File: config.mk
export PLATFORM = sky130hd
export DESIGN_NAME = pulse_swallow_counter_flat
export DESIGN_NICKNAME = d
export VERILOG_FILES = /design/src/rtl/pulse_swallow_counter_pkg.sv /design/src/rtl/pulse_swallow_counter_if.sv /design/src/rtl/pulse_swallow_counter_shadow.sv /design/src/rtl/pulse_swallow_counter.sv /design/src/flat_wrapper.sv
export SDC_FILE = /design/constraint.sdc
export NUM_CORES = 1
export LEC_CHECK = 0
export CELL_PAD_IN_SITES_DETAIL_PLACEMENT = 0
export CELL_PAD_IN_SITES_GLOBAL_PLACEMENT = 1
export CORE_ASPECT_RATIO = 0.6
export CORE_MARGIN = 1
export CORE_UTILIZATION = 47
export CTS_BUF_LIST = sky130_fd_sc_hd__clkbuf_16
export CTS_CLUSTER_SIZE = 40
export DETAILED_ROUTE_END_ITERATION = 7
export HOLD_SLACK_MARGIN = 0.03
export PLACE_DENSITY = 0.89
export SLEW_MARGIN = 0
export SYNTH_ARGS = -nofsm -noshare
export SYNTH_HDL_FRONTEND = slang
export SYNTH_SLANG_ARGS = --single-unit
File: constraint.sdc
create_clock -name clk -period 10.6 [get_ports clk]
set_clock_uncertainty 0.05 [all_clocks]
set_input_delay 2.12 -clock clk [delete_from_list [all_inputs] [get_ports clk]]
set_output_delay 2.12 -clock clk [all_outputs]
set_load 0.03 [all_outputs]
File: src/rtl/pulse_swallow_counter_pkg.sv
// Shared constants, ratio type and clamp helpers for the P/S feedback divider.
// The S field of a ratio is never clamped; only P has a floor.
package pll_div_pkg;

  localparam int P_W   = 8;
  localparam int S_W   = 2;
  localparam int P_MIN = 3;
  localparam int P_RST = 16;
  localparam int S_RST = 0;

  localparam logic MC_DIV5 = 1'b0;
  localparam logic MC_DIV4 = 1'b1;

  typedef struct packed {
    logic [P_W-1:0] p;
    logic [S_W-1:0] s;
  } ratio_t;

  function automatic logic p_illegal(input logic [P_W-1:0] p);
    return p < P_W'(P_MIN);
  endfunction

  function automatic ratio_t clamp_ratio(input logic [P_W-1:0] p, input logic [S_W-1:0] s);
    ratio_t r;
    r.p = p_illegal(p) ? P_W'(P_MIN) : p;
    r.s = s;
    return r;
  endfunction

endpackage

File: src/rtl/pulse_swallow_counter_if.sv
// Ratio request channel from the sigma-delta modulator to the divider.
interface pulse_swallow_counter_if
  import pll_div_pkg::*;
();

  logic [P_W-1:0] p_in;
  logic [S_W-1:0] s_in;
  logic           ratio_valid;
  logic           ratio_ready;

  modport master (
    output p_in,
    output s_in,
    output ratio_valid,
    input  ratio_ready
  );

  modport slave (
    input  p_in,
    input  s_in,
    input  ratio_valid,
    output ratio_ready
  );

endinterface

File: src/rtl/pulse_swallow_counter_shadow.sv
// One-entry ratio shadow buffer: captures requests mid-cycle, hands a ratio to the
// counter on the drain strobe (shadow first, else a same-edge bypass), flags clamped P.
module ratio_shadow_buf
  import pll_div_pkg::*;
(
  input  logic   clk,
  input  logic   rst,
  input  ratio_t req_ratio_i,
  input  logic   req_valid_i,
  output logic   req_ready_o,
  input  logic   drain_i,
  output logic   load_en_o,
  output ratio_t load_ratio_o,
  output logic   err_o
);

  logic   full_q, full_d;
  ratio_t shadow_q, shadow_d;
  logic   err_q, err_d;
  logic   fire;
  ratio_t req_clamped;

  assign fire        = req_valid_i && !full_q;
  assign req_clamped = clamp_ratio(req_ratio_i.p, req_ratio_i.s);

  always_comb begin
    full_d       = full_q;
    shadow_d     = shadow_q;
    err_d        = err_q | (fire && p_illegal(req_ratio_i.p));
    load_en_o    = 1'b0;
    load_ratio_o = req_clamped;
    if (drain_i) begin
      // A full shadow blocks ready, so a drain and a fresh handshake never coincide.
      if (full_q) begin
        load_en_o    = 1'b1;
        load_ratio_o = shadow_q;
        full_d       = 1'b0;
      end else if (fire) begin
        load_en_o = 1'b1;
      end
    end else if (fire) begin
      shadow_d = req_clamped;
      full_d   = 1'b1;
    end
  end

  always_ff @(posedge clk or negedge rst) begin
    if (!rst) begin
      full_q   <= 1'b0;
      shadow_q <= '0;
      err_q    <= 1'b0;
    end else begin
      full_q   <= full_d;
      shadow_q <= shadow_d;
      err_q    <= err_d;
    end
  end

  assign req_ready_o = !full_q;
  assign err_o       = err_q;

endmodule

File: src/rtl/pulse_swallow_counter.sv
// P/S pulse-swallow counter: N = 4P + S VCO cycles per div_out pulse, clocked by the
// 4/5 prescaler output and steering its modulus through a registered mc.
module pulse_swallow_counter
  import pll_div_pkg::*;
(
  input  logic                    clk,
  input  logic                    rst,
  pulse_swallow_counter_if.slave  bus,
  output logic                    mc,
  output logic                    div_out,
  output logic                    ratio_err
);

  logic [P_W-1:0] cnt_q, cnt_d;
  logic [P_W-1:0] p_act_q, p_act_d;
  logic [S_W-1:0] s_act_q, s_act_d;
  logic           mc_q, mc_d;
  logic           div_q, div_d;
  logic           terminal;
  logic           load_en;
  ratio_t         load_ratio;
  ratio_t         req_ratio;

  assign req_ratio.p = bus.p_in;
  assign req_ratio.s = bus.s_in;

  ratio_shadow_buf u_shadow (
    .clk          (clk),
    .rst          (rst),
    .req_ratio_i  (req_ratio),
    .req_valid_i  (bus.ratio_valid),
    .req_ready_o  (bus.ratio_ready),
    .drain_i      (terminal),
    .load_en_o    (load_en),
    .load_ratio_o (load_ratio),
    .err_o        (ratio_err)
  );

  // p_act is clamped to at least P_MIN, so the subtraction never underflows.
  assign terminal = (cnt_q == (p_act_q - P_W'(1)));

  always_comb begin
    cnt_d   = terminal ? '0 : (cnt_q + P_W'(1));
    p_act_d = p_act_q;
    s_act_d = s_act_q;
    if (terminal && load_en) begin
      p_act_d = load_ratio.p;
      s_act_d = load_ratio.s;
    end
    // mc is evaluated on next-state values so it is already correct for the period it controls.
    mc_d  = (cnt_d < {{(P_W-S_W){1'b0}}, s_act_d}) ? MC_DIV5 : MC_DIV4;
    div_d = terminal;
  end

  always_ff @(posedge clk or negedge rst) begin
    if (!rst) begin
      cnt_q   <= '0;
      p_act_q <= P_W'(P_RST);
      s_act_q <= S_W'(S_RST);
      mc_q    <= (S_RST > 0) ? MC_DIV5 : MC_DIV4;
      div_q   <= 1'b0;
    end else begin
      cnt_q   <= cnt_d;
      p_act_q <= p_act_d;
      s_act_q <= s_act_d;
      mc_q    <= mc_d;
      div_q   <= div_d;
    end
  end

  assign mc      = mc_q;
  assign div_out = div_q;

endmodule

File: src/flat_wrapper.sv
// flat-port wrapper written by rule: the top's interface ports become plain ports
module pulse_swallow_counter_flat import pll_div_pkg::*;
  (clk, rst, mc, div_out, ratio_err, bus_p_in, bus_s_in, bus_ratio_valid, bus_ratio_ready);
  pulse_swallow_counter_if bus_i ();
  input  logic clk;
  input  logic rst;
  output logic mc;
  output logic div_out;
  output logic ratio_err;
  input wire logic [$bits(bus_i.p_in)-1:0] bus_p_in;
  input wire logic [$bits(bus_i.s_in)-1:0] bus_s_in;
  input wire logic [$bits(bus_i.ratio_valid)-1:0] bus_ratio_valid;
  output wire logic [$bits(bus_i.ratio_ready)-1:0] bus_ratio_ready;
  assign bus_i.p_in = bus_p_in;
  assign bus_i.s_in = bus_s_in;
  assign bus_i.ratio_valid = bus_ratio_valid;
  assign bus_ratio_ready = bus_i.ratio_ready;
  pulse_swallow_counter u_core (.clk(clk), .rst(rst), .bus(bus_i), .mc(mc), .div_out(div_out), .ratio_err(ratio_err));
endmodule
==> out/results.ini, run 1 <==
[clock_tree]
cts_sinks=32
cts_tree=done
htreeDepth=2
clockBufferDepth=2
cts_resized=0
cts.clk_slew.worst_paths_ps=50
cts_made_buffers=5
cts_setup_buffers=0
clk_latency_ps=280
root_buffer=clkbuf_16
hold_buffers=0

[critical_path]
startpoint_type=primary input
cpPeakStageDelay_ps=540
critPathKind=primary input to register
rr_worst_depth=16
crit_start=bus_ratio_valid
worst_ep_required_time_ps=10730
cp_max_fo=4
cp_common_cell=mux2i_1
crit_slowest_cell=clkdlybuf4s50_1
r2r-start=u_core.p_act_q[0]$_DFFE_PN0N_
rrSetupSlack_ps=6730
cp-end-kind=register
crit_path_end=u_core.mc$_DFF_PN1_
r2r-end=u_core.mc$_DFF_PN1_
crit_chain=clkdlybuf4s50_1 -> mux2i_1 -> o21ai_0 -> mux2i_1 -> ha_1 -> inv_1 -> o2111ai_1 -> o21ai_0 -> nand2_1 -> a2111oi_0 -> mux2i_1
cp.arrival_ps=4390

[cells_and_area]
nets=217
stdcell_area_mm2=0.002121
n_fill_cell=311
syn_to_final_growth_pct=17.30
layout-drive-gt1-share_pct=9.406
antenna_cells=0

[synth]
yosysMostFrequentCell=dfrtp_1
avgSynthCellArea_um2=9.773
ys.flop_type=dfrtp_1
synth.area.top_cells=dfrtp_1 42%, xor2_1 4.4%, a2bb2oi_1 3.9%
netlist_area_mm2=0.001808
async_flop_share_pct=100.0
syn_inst=185
ys_warn_count=0
yosys.area.top_type=dfrtp_1
synth-edff-count=0
synth_top_area_share_pct=41.52
ys_seq_elements=32
ys_seq_area_share_pct=44.43
synth_common_cells=30 x dfrtp_1, 16 x nand2_1, 13 x nor2_1, 11 x inv_1, 9 x xor2_1
syn_nets=201
yosysUniqueCellTypes=50

[detailed_routing]
wl_met2_mm=1.836
ant_nets=0
drcViolationCount=0
vias=1504
highest_layer=met4
m1WireLength_mm=2.137
drt_wl_total_mm=4.231
drtPass1Iterations=4
vias_per_cell=6.040
drtIter0Drc=177
wl_per_cell_um=16.99
met3WireLength_um=218

[power]
power_frac_seq_pct=38.2
p_leak_uw=0.0008843
p_clk_share_pct=20.7
vdd_drop_max_mv=0.1370
pwr-share-comb_pct=41.1
p_int_uw=388.5
netSwitchingFraction_pct=39.52
p_sw_uw=253.8
p_per_area_mw_per_mm2=302.8

[timing]
grt_setup_unrepaired=false
setup_tns_ps=0
fin_crit_sh_pct=40.18
hold_viol=0
period_needed_ps=4259
slew_violations=0
slew_headroom_pct=64.45
fmax_ghz=0.2348
setup_slack_ps=6341
finalSetupViolations=0
tightest_slew_ps=532.0

[global_routing]
grt_pass1_vias=1424
grt_max_degree=33
track_usage_pct=23.67
antenna_found_initial=0
grt_pass1_wl_mm=7.044
grt_overflow=0

[run]
max_cap_violations=0

[floorplanning]
core_mm2=0.003680
die_h_um=50.04
rows=17
start_util_pct=49.13
die_area_mm2=0.004107
pin_count=17
die_w_um=82.07

[hold_path]
min_path_type=register to register

[placement]
gp_congestion=0.8325
post-place-ws_ps=6080
portBuffers=16
placed_area_mm2=0.001983
dp_hpwl_mm=3.026

[outcome]
status=complete, no violations

## power groups by stage
stage                     clock, µW  combinational, µW  sequential [µW]
after floorplan                   0                219              219
after global placement            0                245              241
after detailed placement          0                260              244
after CTS                       135                262              243
after global routing            141                292              254
final                           133                264              245
## state kept, by name, indices dropped and copies added (netlist names)
register                  flops
u_core.cnt_q                  8
u_core.div_out                1
u_core.mc                     1
u_core.p_act_q                8
u_core.s_act_q                2
u_core.u_shadow.err_o         1
u_core.u_shadow.full_q        1
u_core.u_shadow.shadow_q     10
## critical path, delay by kind of cell
family / cells / cell delay [ps]
AOI/OAI and AO/OA: 4 / 910
muxes: 3 / 360
buffers and inverters: 2 / 620
and+or+nand+nor: 1 / 80
adders and majority gates: 1 / 300
## cell type report
type | instances | area [µm²] | area share, %
multi-input combinational | 132 | 899.6 | 42.42
sequential | 32 | 803.3 | 37.88
timing repair buffer | 17 | 167.7 | 7.906
clock buffer | 5 | 125.1 | 5.900
tap | 47 | 58.81 | 2.773
inverter | 13 | 53.80 | 2.537
clock inverter | 3 | 12.51 | 0.5900
## how the worst min path moves through the flow
stage | startpoint | endpoint | slack, ps | cells after the start
2_1_floorplan | u_core.s_act_q[0]$_DFF_PN0_ | u_core.s_act_q[0]$_DFF_PN0_ | 450 | 2
3_3_place_gp | u_core.u_shadow.err_o$_DFF_PN0_ | u_core.u_shadow.err_o$_DFF_PN0_ | 400 | 1
3_5_place_dp | u_core.u_shadow.err_o$_DFF_PN0_ | u_core.u_shadow.err_o$_DFF_PN0_ | 420 | 1
4_1_cts | u_core.u_shadow.err_o$_DFF_PN0_ | u_core.u_shadow.err_o$_DFF_PN0_ | 430 | 1
5_1_grt | u_core.u_shadow.err_o$_DFF_PN0_ | u_core.u_shadow.err_o$_DFF_PN0_ | 450 | 1
6_report | u_core.u_shadow.err_o$_DFF_PN0_ | u_core.u_shadow.err_o$_DFF_PN0_ | 430 | 1
## metal layers
layer  vias to the layer above  track usage (%)
li1                        710                -
met1                       747            34.42
met2                        41            33.20
met3                         6            6.667
met4                         0            8.187
met5                         -                0
## placed cells by master, fill, tap and decap left out, drive strengths merged, types with 4 or more instances in the layout
| master | Yosys | layout |
|---|---|---|
| dfrtp | 30 | 30 |
| clkbuf | 3 | 5 |
| inv | 12 | 14 |
| o22ai | 8 | 8 |
| nand2 | 16 | 16 |
| xor2 | 9 | 9 |
| nand3 | 5 | 5 |
| o32ai | 7 | 7 |
| clkdlybuf4s50 | 0 | 16 |
| nand4 | 4 | 4 |
| a2bb2oi | 8 | 8 |
| nor3 | 5 | 5 |
| a21oi | 7 | 7 |
| nor2 | 13 | 13 |
| xnor2 | 4 | 4 |
## stage by stage
| stage | std cells | utilization, % | hold WS (ps) | total power [µW] |
|---|---|---|---|---|
| after floorplan | 185 | - | 446.2 | 438.3 |
| after global placement | 241 | 53.89 | 400.9 | 485.9 |
| after detailed placement | 241 | 53.89 | 415.5 | 504.0 |
| after CTS | 249 | 57.63 | 427.3 | 640.6 |
| after global routing | 249 | 57.63 | 452.0 | 688.2 |
| final | 249 | 57.63 | 425.7 | 642.3 |
## logic make-up after synthesis
group                    after synthesis  share of synthesized area, %
XOR/XNOR                              13                         6.298
buffers and inverters                 21                         5.813
adder cells (fa/ha/maj)                3                         2.076
flip-flops                            32                         44.43
AO/OA/AOI/OAI                         48                         20.83
multiplexers                           4                         2.284
AND/OR/NAND/NOR                       64                         18.27
No activity file was read; power rests on OpenSTA's default activity.
==> run 2: changes to the inputs <==
--- a/config.mk
+++ b/config.mk
@@ -9,12 +9,12 @@
 export CELL_PAD_IN_SITES_GLOBAL_PLACEMENT = 1
 export CORE_ASPECT_RATIO = 0.6
 export CORE_MARGIN = 1
-export CORE_UTILIZATION = 47
+export CORE_UTILIZATION = 40
 export CTS_BUF_LIST = sky130_fd_sc_hd__clkbuf_16
 export CTS_CLUSTER_SIZE = 40
 export DETAILED_ROUTE_END_ITERATION = 7
 export HOLD_SLACK_MARGIN = 0.03
-export PLACE_DENSITY = 0.89
+export PLACE_DENSITY = 0.81
 export SLEW_MARGIN = 0
 export SYNTH_ARGS = -nofsm -noshare
 export SYNTH_HDL_FRONTEND = slang
==> constraint.sdc (replaced) <==
create_clock -name clk -period 3.7 [get_ports clk]
set_clock_uncertainty 0.05 [all_clocks]
set_input_delay 0.74 -clock clk [delete_from_list [all_inputs] [get_ports clk]]
set_output_delay 0.74 -clock clk [all_outputs]
set_load 0.03 [all_outputs]
==> out/results.ini, run 2 (synthesis gave the netlist of run 1 again) <==
[global_routing]
antenna_found_initial=0  ; unchanged
grtUsageMet3_pct=5.521  ; -1.1 points
grt_max_degree=33  ; unchanged
top_usage_layer=met1
grt_overflow=0  ; unchanged
track_usage_pct=20.40  ; -3.3 points
grt_pass1_wl_mm=6.900  ; -2.0%
use_met2_pct=28.33  ; -4.9 points
grt_pass1_vias=1317  ; -7.5%
grtUsageMet1_pct=30.59  ; -3.8 points

[timing]
setup_tns_ps=0  ; unchanged
slew_violations=0  ; unchanged
fin_crit_sh_pct=95.25
slew_headroom_pct=65.32  ; +0.87 points
period_needed_ps=3524
fmax_ghz=0.2837
hold_viol=0  ; unchanged
finalSetupViolations=0  ; unchanged
tightest_slew_ps=518.6  ; -13.42 ps
grt_setup_unrepaired=false

[clock_tree]
cts_sinks=32  ; unchanged
cts_made_buffers=5  ; unchanged
clockBufferDepth=2  ; unchanged
cts_tree=done
cts.clk_slew.worst_paths_ps=50  ; about the same
clk_latency_ps=280  ; about the same
htreeDepth=2  ; unchanged
cts_setup_buffers=0  ; unchanged
root_buffer=clkbuf_16

[power]
p_clk_share_pct=24.0  ; +3.3 points
pwr-share-comb_pct=39.2  ; -1.9 points
p_per_area_mw_per_mm2=875.4  ; +190%
vdd_drop_max_mv=0.4412  ; +220%
p_leak_uw=0.0009021  ; +2.0%
p_sw_uw=719.7  ; +180%
p_int_uw=1191  ; +210%
power_frac_seq_pct=36.8  ; -1.4 points
netSwitchingFraction_pct=37.67  ; -1.8 points
finalPower_uw=1910  ; +200%

[cells_and_area]
syn_to_final_growth_pct=20.69
antenna_cells=0  ; unchanged
n_fill_cell=399  ; +28%
nets=219  ; +0.92%
top_regs=u_core.u_shadow.shadow_q: 10 flops, u_core.cnt_q: 8 flops, u_core.p_act_q: 8 flops
regMostFlops=u_core.u_shadow.shadow_q
layout-drive-gt1-share_pct=11.76  ; +2.4 points
multiInputGateArea_um2=900.9  ; +0.14%
ff_latch_area_um2=805.8  ; +0.31%
final_common_cell=dfrtp_1
largest_reg_flops=10  ; unchanged
stdcell_area_mm2=0.002182  ; +2.9%
layout_common_cells=28 x dfrtp_1, 16 x nand2_1, 16 x clkdlybuf4s50_1

[floorplanning]
pin_count=17  ; unchanged
die_h_um=54.08  ; +8.1%
start_util_pct=42.93  ; -6.2 points
core_mm2=0.004212  ; +14%
rows=18  ; +1
die_w_um=88.80  ; +8.2%
die_area_mm2=0.004802  ; +17%

[critical_path]
worst_ep_required_time_ps=3820  ; -6910 ps
r2r-start=u_core.p_act_q[0]$_DFFE_PN0N_
crit_start=u_core.p_act_q[0]$_DFFE_PN0N_
cp-end-kind=register
r2r-end=u_core.mc$_DFF_PN1_
cp.arrival_ps=3650  ; -740 ps
rrSetupSlack_ps=180  ; -6550 ps
startpoint_type=register
critPathKind=register to register
cp_max_fo=7  ; +3
rr_worst_depth=16  ; unchanged

[detailed_routing]
drtPass1Iterations=4  ; unchanged
vias_per_cell=5.648  ; -6.5%
drt_wl_total_mm=4.329  ; +2.3%
ant_nets=0  ; unchanged
drcViolationCount=0  ; unchanged
drtIter0Drc=97  ; -45%
wl_per_cell_um=16.40  ; -3.5%
vias=1491  ; -0.86%

[hold_path]
min_path_type=register to register
holdPathEnd=u_core.u_shadow.err_o$_DFF_PN0_
hp-start=u_core.u_shadow.err_o$_DFF_PN0_
hold_depth=1  ; unchanged

[run]
max_cap_violations=0  ; unchanged

[outcome]
status=complete, no violations

[placement]
dp_hpwl_mm=3.112  ; +2.8%
placed_area_mm2=0.002014  ; +1.6%
portBuffers=16  ; unchanged
gp_congestion=0.7820  ; -6.1%

[run 2: worst max-delay path by stage]
stage	end	slack (ps)	cells past startpoint
final	u_core.mc$_DFF_PN1_	180	16
after global routing	u_core.mc$_DFF_PN1_	40	16
after CTS	u_core.mc$_DFF_PN1_	90	16
after detailed placement	u_core.mc$_DFF_PN1_	120	16
after global placement	u_core.mc$_DFF_PN1_	390	16
after floorplan	u_core.mc$_DFF_PN1_	360	17
[run 2: cell type report]
class	instances	share of cell area, %
inverter	13	2.466
sequential	32	36.93
timing repair buffer	19	8.372
clock inverter	3	1.778
clock buffer	5	5.734
tap	60	3.440
multi-input combinational	132	41.28
[run 2: power groups by stage]
stage / combinational (µW) / clock, µW / sequential (µW)
global route: 841 / 486 / 729
finish: 749 / 459 / 702
CTS: 742 / 469 / 696
global placement: 711 / 0 / 690
detailed placement: 734 / 0 / 702
floorplan: 628 / 0 / 627
[run 2: routing by layer]
layer  part of all wire (%)  vias to the layer above
li1                       -                      712
met1                     52                      744
met2                     43                       33
met3                    4.3                        2
met4                   0.37                        0
met5                      0                        -
[run 2: repair_timing]
item,4_1_cts,5_1_grt
setup endpoints to repair,0,1
hold endpoints to repair,0,0
hold buffers,0,0
resized for setup,0,4
[run 2: metrics by stage]
step / utilization (%) / setup slack (ps) / hold slack [ps] / instances
after floorplan: - / 360.0 / 394.4 / 185
after global placement: 47.83 / 393.7 / 403.2 / 256
after detailed placement: 47.83 / 116.8 / 404.6 / 256
after CTS: 51.72 / 91.22 / 417.1 / 264
after global routing: 51.81 / 44.19 / 444.0 / 264
final: 51.81 / 175.7 / 412.2 / 264
[run 2: critical path, cell delays in order (launching register included)]
cell and delay (ps):
dfrtp_2 420, inv_1 60, ha_1 250, and2_1 210
o21a_1 180, o31a_1 250, or2_1 280, a21o_4 250
inv_6 60, mux2i_1 190, ha_1 260, inv_1 80
o2111ai_1 120, o21ai_1 170, nand2_1 80, a2111oi_1 340
mux2i_1 180
